$ cat config.mk
export PLATFORM = sky130hd
export DESIGN_NAME = booth_seq_ctrl
export DESIGN_NICKNAME = d
export VERILOG_FILES = /design/src/rtl/booth_seq_ctrl.sv
export SDC_FILE = /design/constraint.sdc
export NUM_CORES = 1
export LEC_CHECK = 0
export CAP_MARGIN = 20
export CORE_MARGIN = 2
export CORE_UTILIZATION = 40
export CTS_CLUSTER_DIAMETER = 150
export DETAILED_ROUTE_END_ITERATION = 8
export PLACE_DENSITY_LB_ADDON = 0.05
export SETUP_SLACK_MARGIN = 0.05
export SLEW_MARGIN = 20
export SYNTH_ARGS = -nofsm -noshare
export SYNTH_HDL_FRONTEND = slang
export SYNTH_SLANG_ARGS = --single-unit
$ cat constraint.sdc
create_clock -name clk -period 1.6 [get_ports clk]
set_clock_uncertainty 0.1 [all_clocks]
set_input_delay 0.32 -clock clk [delete_from_list [all_inputs] [get_ports clk]]
set_output_delay 0.32 -clock clk [all_outputs]
set_load 0.01 [all_outputs]
$ cat src/rtl/booth_seq_ctrl.sv
// Sequencing FSM for a radix-2 Booth multiplier datapath.
// Flow: IDLE -> LOAD -> (EVAL -> SHIFT) x N -> OUT -> DONE -> IDLE.
// Outputs decode from the registered state. The one exception is
// alu_op/alu_en in EVAL, which follow the Booth pair {q0, q_m1}
// combinationally; the datapath holds those bits stable during EVAL.
// Handshake: start is a level that is sampled only in IDLE. There is no
// ready/ack, and a start seen while busy or in DONE is dropped. abort
// cancels at the next edge in any non-IDLE state.
module booth_seq_ctrl #(
  parameter int N  = 8,
  parameter int CW = $clog2(N + 1)
) (
  input  logic          clk,
  input  logic          rst,
  input  logic          start,
  input  logic          abort,
  input  logic          q0,
  input  logic          q_m1,
  output logic          ld_ops,
  output logic          alu_en,
  output logic [1:0]    alu_op,
  output logic          shift_en,
  output logic          load_out,
  output logic          busy,
  output logic          done,
  output logic [CW-1:0] iter_cnt,
  output logic [2:0]    o_dbg_state
);

  typedef enum logic [2:0] {
    IDLE  = 3'd0,
    LOAD  = 3'd1,
    EVAL  = 3'd2,
    SHIFT = 3'd3,
    OUT   = 3'd4,
    DONE  = 3'd5
  } state_t;

  state_t        r_state;
  state_t        w_next_state;
  logic [CW-1:0] r_iter_cnt;
  logic [CW-1:0] w_next_cnt;

  // State and iteration counter registers. An asynchronous reset drops any
  // operation in flight.
  always_ff @(posedge clk or negedge rst) begin
    if (!rst) begin
      r_state    <= IDLE;
      r_iter_cnt <= '0;
    end else begin
      r_state    <= w_next_state;
      r_iter_cnt <= w_next_cnt;
    end
  end

  // Next-state and counter logic. abort outranks every other transition
  // outside IDLE.
  always_comb begin
    w_next_state = r_state;
    w_next_cnt   = r_iter_cnt;
    unique case (r_state)
      IDLE: begin
        if (start) w_next_state = LOAD;
      end
      LOAD: begin
        w_next_state = EVAL;
        w_next_cnt   = CW'(N);
      end
      EVAL: begin
        w_next_state = SHIFT;
      end
      SHIFT: begin
        w_next_cnt   = r_iter_cnt - CW'(1);
        w_next_state = (r_iter_cnt == CW'(1)) ? OUT : EVAL;
      end
      OUT: begin
        w_next_state = DONE;
      end
      DONE: begin
        w_next_state = IDLE;
      end
      default: begin
        w_next_state = IDLE;
        w_next_cnt   = '0;
      end
    endcase
    if (abort && (r_state != IDLE)) begin
      w_next_state = IDLE;
      w_next_cnt   = '0;
    end
  end

  // Output decode. Only EVAL looks at the Booth pair; every other output is
  // a pure function of the state.
  always_comb begin
    ld_ops   = 1'b0;
    alu_en   = 1'b0;
    alu_op   = 2'b00;
    shift_en = 1'b0;
    load_out = 1'b0;
    busy     = 1'b0;
    done     = 1'b0;
    unique case (r_state)
      IDLE: begin
      end
      LOAD: begin
        ld_ops = 1'b1;
        busy   = 1'b1;
      end
      EVAL: begin
        busy = 1'b1;
        case ({q0, q_m1})
          2'b10: begin
            alu_op = 2'b10;
            alu_en = 1'b1;
          end
          2'b01: begin
            alu_op = 2'b01;
            alu_en = 1'b1;
          end
          default: begin
            alu_op = 2'b00;
            alu_en = 1'b0;
          end
        endcase
      end
      SHIFT: begin
        shift_en = 1'b1;
        busy     = 1'b1;
      end
      OUT: begin
        load_out = 1'b1;
        busy     = 1'b1;
      end
      DONE: begin
        done = 1'b1;
      end
      default: begin
      end
    endcase
  end

  assign iter_cnt    = r_iter_cnt;
  assign o_dbg_state = r_state;

endmodule

==> qor.txt <==
status - finished, violations left
violated checks - negative setup slack
total nets after synthesis - 75
r2r setup slk - -0.02 ns
total CTS buffers - 3
clock share of power - 13.8%
Die Y - 41.6 um
vias in the first global route - 670
initial drt markers - 10
Slew HR - 75.1%
Post-CTS Hold Buffers - 0
Fillers - 90
CP top delay family - flip-flops
ys flop type - dfrtp_1
Max VDD drop - 0.756 mV
Avg WL per Cell - 16.4 um
die area - 0.00173 mm2
GP Congestion - 0.772
Final Cycle Share - 108%
Synth Register Bits - 7
vias per inst - 5.27
post-synth top area cell - dfrtp_1
Design Power - 1200 uW
Max H-tree Level - 1
post-detailed-route DRC marker count - 0
setup TNS - -0.501 ns
final core utilization - 83.6%
CTS clk-pin slew, worst paths - 0.06 ns
Final nets - 123
Largest stage delay, worst path - 0.44 ns
CP required - 1.18 ns
Net Sw Frac - 38.9%
Worst-Skew Late Latency - 0.26 ns
share of the synthesized area in the top cell type - 31.0%
Slew @ Worst Pin - 0.373 ns
dpl hpwl - 1010 um
Cell Area, Placed - 851 um2
RSZ-0062 raised after global routing - yes
Initial Util - 42.9%
post-synthesis cell area - 566 um2
WL final - 2080 um
final-report max-slew violation count - 0
wire length of the first global-routing pass - 2990 um
yosys warns - 0
reg-to-reg critical path endpoint - iter_cnt[1]$_DFFE_PN0P_
ANT cells - 0
post-synth cell types - 29
Post-synth EDFFs - 0
WP buf/inv - 3
CTS Buffer Depth - 2
synth cell count leaders - dfrtp_1, nor2_1, buf_2, inv_1, nand2_1
via count - 669
CTS tree - yes
worst setup path category - flop to output port
leakage power - 0.000538 uW
root buf cell - clkbuf_4
pin count of the biggest net entering global routing - 11
crit path max fanout - 4
syn avg cell area - 8.70 um2
crit path time final - 1.72 ns
NetSw - 465 uW
R2R depth - 6
startpoint types - flop
antenna violations before repair - 0
layout cells sized above 1 - 58.9%
Core Area - 0.00132 mm2
Num Clock Sinks - 7
Ports - 21
Comb power frac - 63.0%
Cells after Synth - 65
Seq pwr share - 23.2%
synth top area cells - dfrtp_1, ha_1, nor2_1
internal power - 731 uW
max frequency - 581 MHz
Worst Path Arrival - 1.30 ns
sequential share of the synthesized area - 31.0%
final setup fails - 8
final hold vios - 0
total gr overflow - 0
final worst slack - -0.121 ns
dpl ws - -0.779 ns
Std-Cell Rows - 13
DR pass1 iterations - 4
Max Cap Violations - 0
most frequent CP cell - buf_6
CP max stage cell - dfrtp_2
Die W - 41.6 um
Critical Path Sink Type - output port
origin of the critical flop-to-flop path - o_dbg_state[2]$_DFFE_PN0P_
pwr/cell area - 1090 mW/mm2
synth-to-layout area growth - 94.7%
Finished Cell Area - 0.00110 mm2
overall global routing resource usage - 22.2%
fraction of registers with async set or reset after synthesis - 100%
port bufs - 20
worst hold path class - primary input to async pin
number of nets with antenna violations after routing - 0
cells along the critical path - buf_6, buf_6, nor4b_4, buf_2
what timing repair did:
action / 4_1_cts / 5_1_grt
setup buffers: 13 / 4
resized for setup: 64 / 22
pin swaps: 4 / 4
setup endpoints to repair: 17 / 14
how the worst max path moves through the flow:
stage / from / to / slack (ns) / cells past startpoint
after global placement: q0 / alu_en / -0.72 / 5
after global routing: o_dbg_state[0]$_DFFE_PN0P_ / alu_en / -0.19 / 4
final: o_dbg_state[0]$_DFFE_PN0P_ / alu_en / -0.12 / 4
after floorplan: o_dbg_state[0]$_DFFE_PN0P_ / alu_en / 0.09 / 3
after CTS: o_dbg_state[0]$_DFFE_PN0P_ / alu_en / -0.11 / 4
after detailed placement: q0 / alu_en / -0.78 / 5
kinds of logic (layout without fill, tap and decap cells):
family / count (synthesis) / after routing / share of synthesized area [%]
flops: 7 / 7 / 31.0
xor+xnor: 2 / 2 / 3.10
fa+ha+maj: 4 / 4 / 8.85
simple gates: 28 / 28 / 30.3
buf+inv: 11 / 58 / 8.63
compound gates: 11 / 11 / 14.4
mux: 2 / 2 / 3.76
metrics by stage:
stage / hold WS (ns) / std cells
floorplan: -0.0756 / 65
global placement: 0.471 / 106
detailed placement: 0.476 / 106
CTS: 0.240 / 123
global route: 0.265 / 127
finish: 0.240 / 127
sequential cells by signal, indices dropped and copies added, names as in the netlist:
register and flops:
iter_cnt 4, o_dbg_state 3
power by group through the flow:
stage / logic [uW] / clock network, uW / registers, uW
detailed placement: 513 / 0 / 303
CTS: 645 / 165 / 268
global route: 798 / 178 / 282
finish: 754 / 165 / 277
global placement: 508 / 0 / 302
floorplan: 253 / 0 / 313
cells in the final DEF (no fill, tap or decap), types with 2 or more instances in the layout:
cell	synthesis	layout
buf_4	0	17
buf_6	0	14
buf_2	5	7
dlygate4sd2_1	0	6
nand2_1	5	4
nor2_1	7	4
dfrtp_2	0	4
inv_1	5	3
nor4b_2	1	3
nor2b_1	3	3
clkbuf_4	0	3
clkdlybuf4s50_1	0	3
dfrtp_1	7	3
nor2_2	0	2
and3_4	0	2
inv_2	0	2
xnor2_1	2	2
nor3_1	2	2
o211ai_1	2	2
o21ai_0	2	2
ha_1	4	2
ha_4	0	2
clkbuf_2	1	2
per-layer routing:
metal,vias to the layer above,share of wire (%),GRT usage [%]
li1,320,-,-
met1,329,43,27.9
met2,18,53,38.1
met3,2,2.6,5.65
met4,0,1.1,4.52
met5,-,0,0
cell type report:
cell class              count  area [um2]  area share (%)
clock buffers               4        26.3            2.39
inverters                   5        18.8            1.70
multi-input cells          47         444            40.3
flip-flops and latches      7         180            16.4
well taps                  15        18.8            1.70
repair buffers             49         413            37.5
No activity file was read; power rests on OpenSTA's default activity.
==> edit: new RTL, same flow settings <==
The parameter `N` goes from 8 to 16.
--- a/src/rtl/booth_seq_ctrl.sv
+++ b/src/rtl/booth_seq_ctrl.sv
@@ -8,5 +8,5 @@
 // cancels at the next edge in any non-IDLE state.
 module booth_seq_ctrl #(
-  parameter int N  = 8,
+  parameter int N  = 16,
   parameter int CW = $clog2(N + 1)
 ) (
Interface: changed (resized iter_cnt); port bits go from 21 to 22. The function was not compared with the original's and may differ.
==> edit against the unedited design <==
The run still ends with setup timing left; synthesized area up 7.1%; sequential cell count grew 1; setup slack improved by 0.098 ns; count of clock-buffer cells in the layout is the same; cell area up 1.7%; power is 6.7% higher; final cell count increased by 4.7%; wire length is 5.1% lower; synthesized cell count grew 4.6%; largest power group unchanged.
==> edit: results (changes against the unedited design) <==
metric	value	unit	change
r2r_slack	0.05	ns	was -0.02 ns
fin_cells	133		was 127
grt_max_degree	12		was 11
drive_above_1_share	52.14	%	was 58.93%
place_inst	115		was 106
p_int	0.8066	mW	was 0.7312 mW
hold_ws	0.2478	ns	was 0.2405 ns
drt-initial-drc-count	9		was 10
reg2reg_depth	5		was 6
irDropWorstVdd	728.4	uV	was 756.4 uV
violations	setup timing		unchanged
largest_reg_flops	5		was 4
status	finished with violations		unchanged
synthTopCellsByArea	dfrtp_1 33%, ha_1 8.3%, nor2_1 4.3%		was dfrtp_1 31%, ha_1 8.8%, nor2_1 4.6%
crit_fanout	3		was 4
p_leak	0.5775	nW	was 0.5375 nW
vias	710		was 669
slowest_delay	0.41	ns	was 0.44 ns
tns	-0.02320	ns	was -0.5008 ns
synth-seq-area-share	33.06	%	was 30.97%
grtUsageMet1	26.91	%	was 27.87%
totalWireLength	1.973	mm	was 2.079 mm
io_buffer_count	21		was 20
grt_usage	22.57	%	was 22.16%
use_met2	37.27	%	was 38.13%
arrival	1.20	ns	was 1.30 ns
setup_viol	1		was 8
slowest_stage	dfrtp_1		was dfrtp_2
hpwl	1.229	mm	was 1.013 mm
rr_endpoint	iter_cnt[3]		was iter_cnt[1]
place_ws	-0.6028	ns	was -0.7795 ns
placed_area	937.1	um^2	was 850.8 um^2
timing_worst_slew_pin_value	0.3995	ns	was 0.3729 ns
avgSynthCellArea	8.906	um^2	was 8.701 um^2
grtUsageMet3	6.383	%	was 5.652%
setup_ws	-0.02320	ns	was -0.1215 ns
syn_nets	78		was 75
fill_cells	100		was 90
edit: cell count changes after synthesis, sizes merged, moves of 2 or more:
cell | unedited run | this run
o21ai | 2 | 0
nor4b | 4 | 1
nand4b | 0 | 2
nor3 | 2 | 5
o211ai | 2 | 0
edit: power groups by stage:
| stage | registers (mW) | logic (mW) | clock network, mW |
|---|---|---|---|
| after floorplan | 0.335 | 0.287 | 0 |
| after detailed placement | 0.321 | 0.589 | 0 |
| after CTS | 0.290 | 0.704 | 0.183 |
| final | 0.298 | 0.804 | 0.174 |
| after global placement | 0.318 | 0.577 | 0 |
| after global routing | 0.305 | 0.864 | 0.191 |
edit: worst max-delay path by stage:
stage               slack, ns           to           start
global route            -0.06       alu_en  o_dbg_state[0]
global placement        -0.57       alu_en              q0
CTS                     -0.01    alu_op[1]  o_dbg_state[0]
floorplan                0.06  iter_cnt[4]     iter_cnt[1]
detailed placement      -0.60       alu_en              q0
finish                  -0.02       alu_en  o_dbg_state[0]
edit: final cells by class:
type	instances	area [um^2]	share of cell area, %
multi-input cells	50	447.9	40.00
repair buffers	49	399.1	35.64
flip-flops and latches	8	203.9	18.21
clock buffers	4	26.28	2.346
inverters	6	22.52	2.011
well taps	16	20.02	1.788
edit: timing repair:
action,in CTS,in global routing
pin swaps,4,11
hold endpoints to repair,0,0
gates resized for setup,62,14
hold buffers,0,0
buffers inserted,12,3
endpoints found under the setup margin,17,14
gates cloned,0,0
edit: cell families (layout without fill, tap and decap cells):
kind of cell	Yosys count	in the layout	synth area share (%)
AND/OR/NAND/NOR	31	31	28.93
AO/OA/AOI/OAI	11	11	15.50
buffers and inverters	10	59	7.025
flip-flops	8	8	33.06
adder cells (fa/ha/maj)	4	4	8.265
XOR/XNOR	2	2	2.893
multiplexers	2	2	4.338
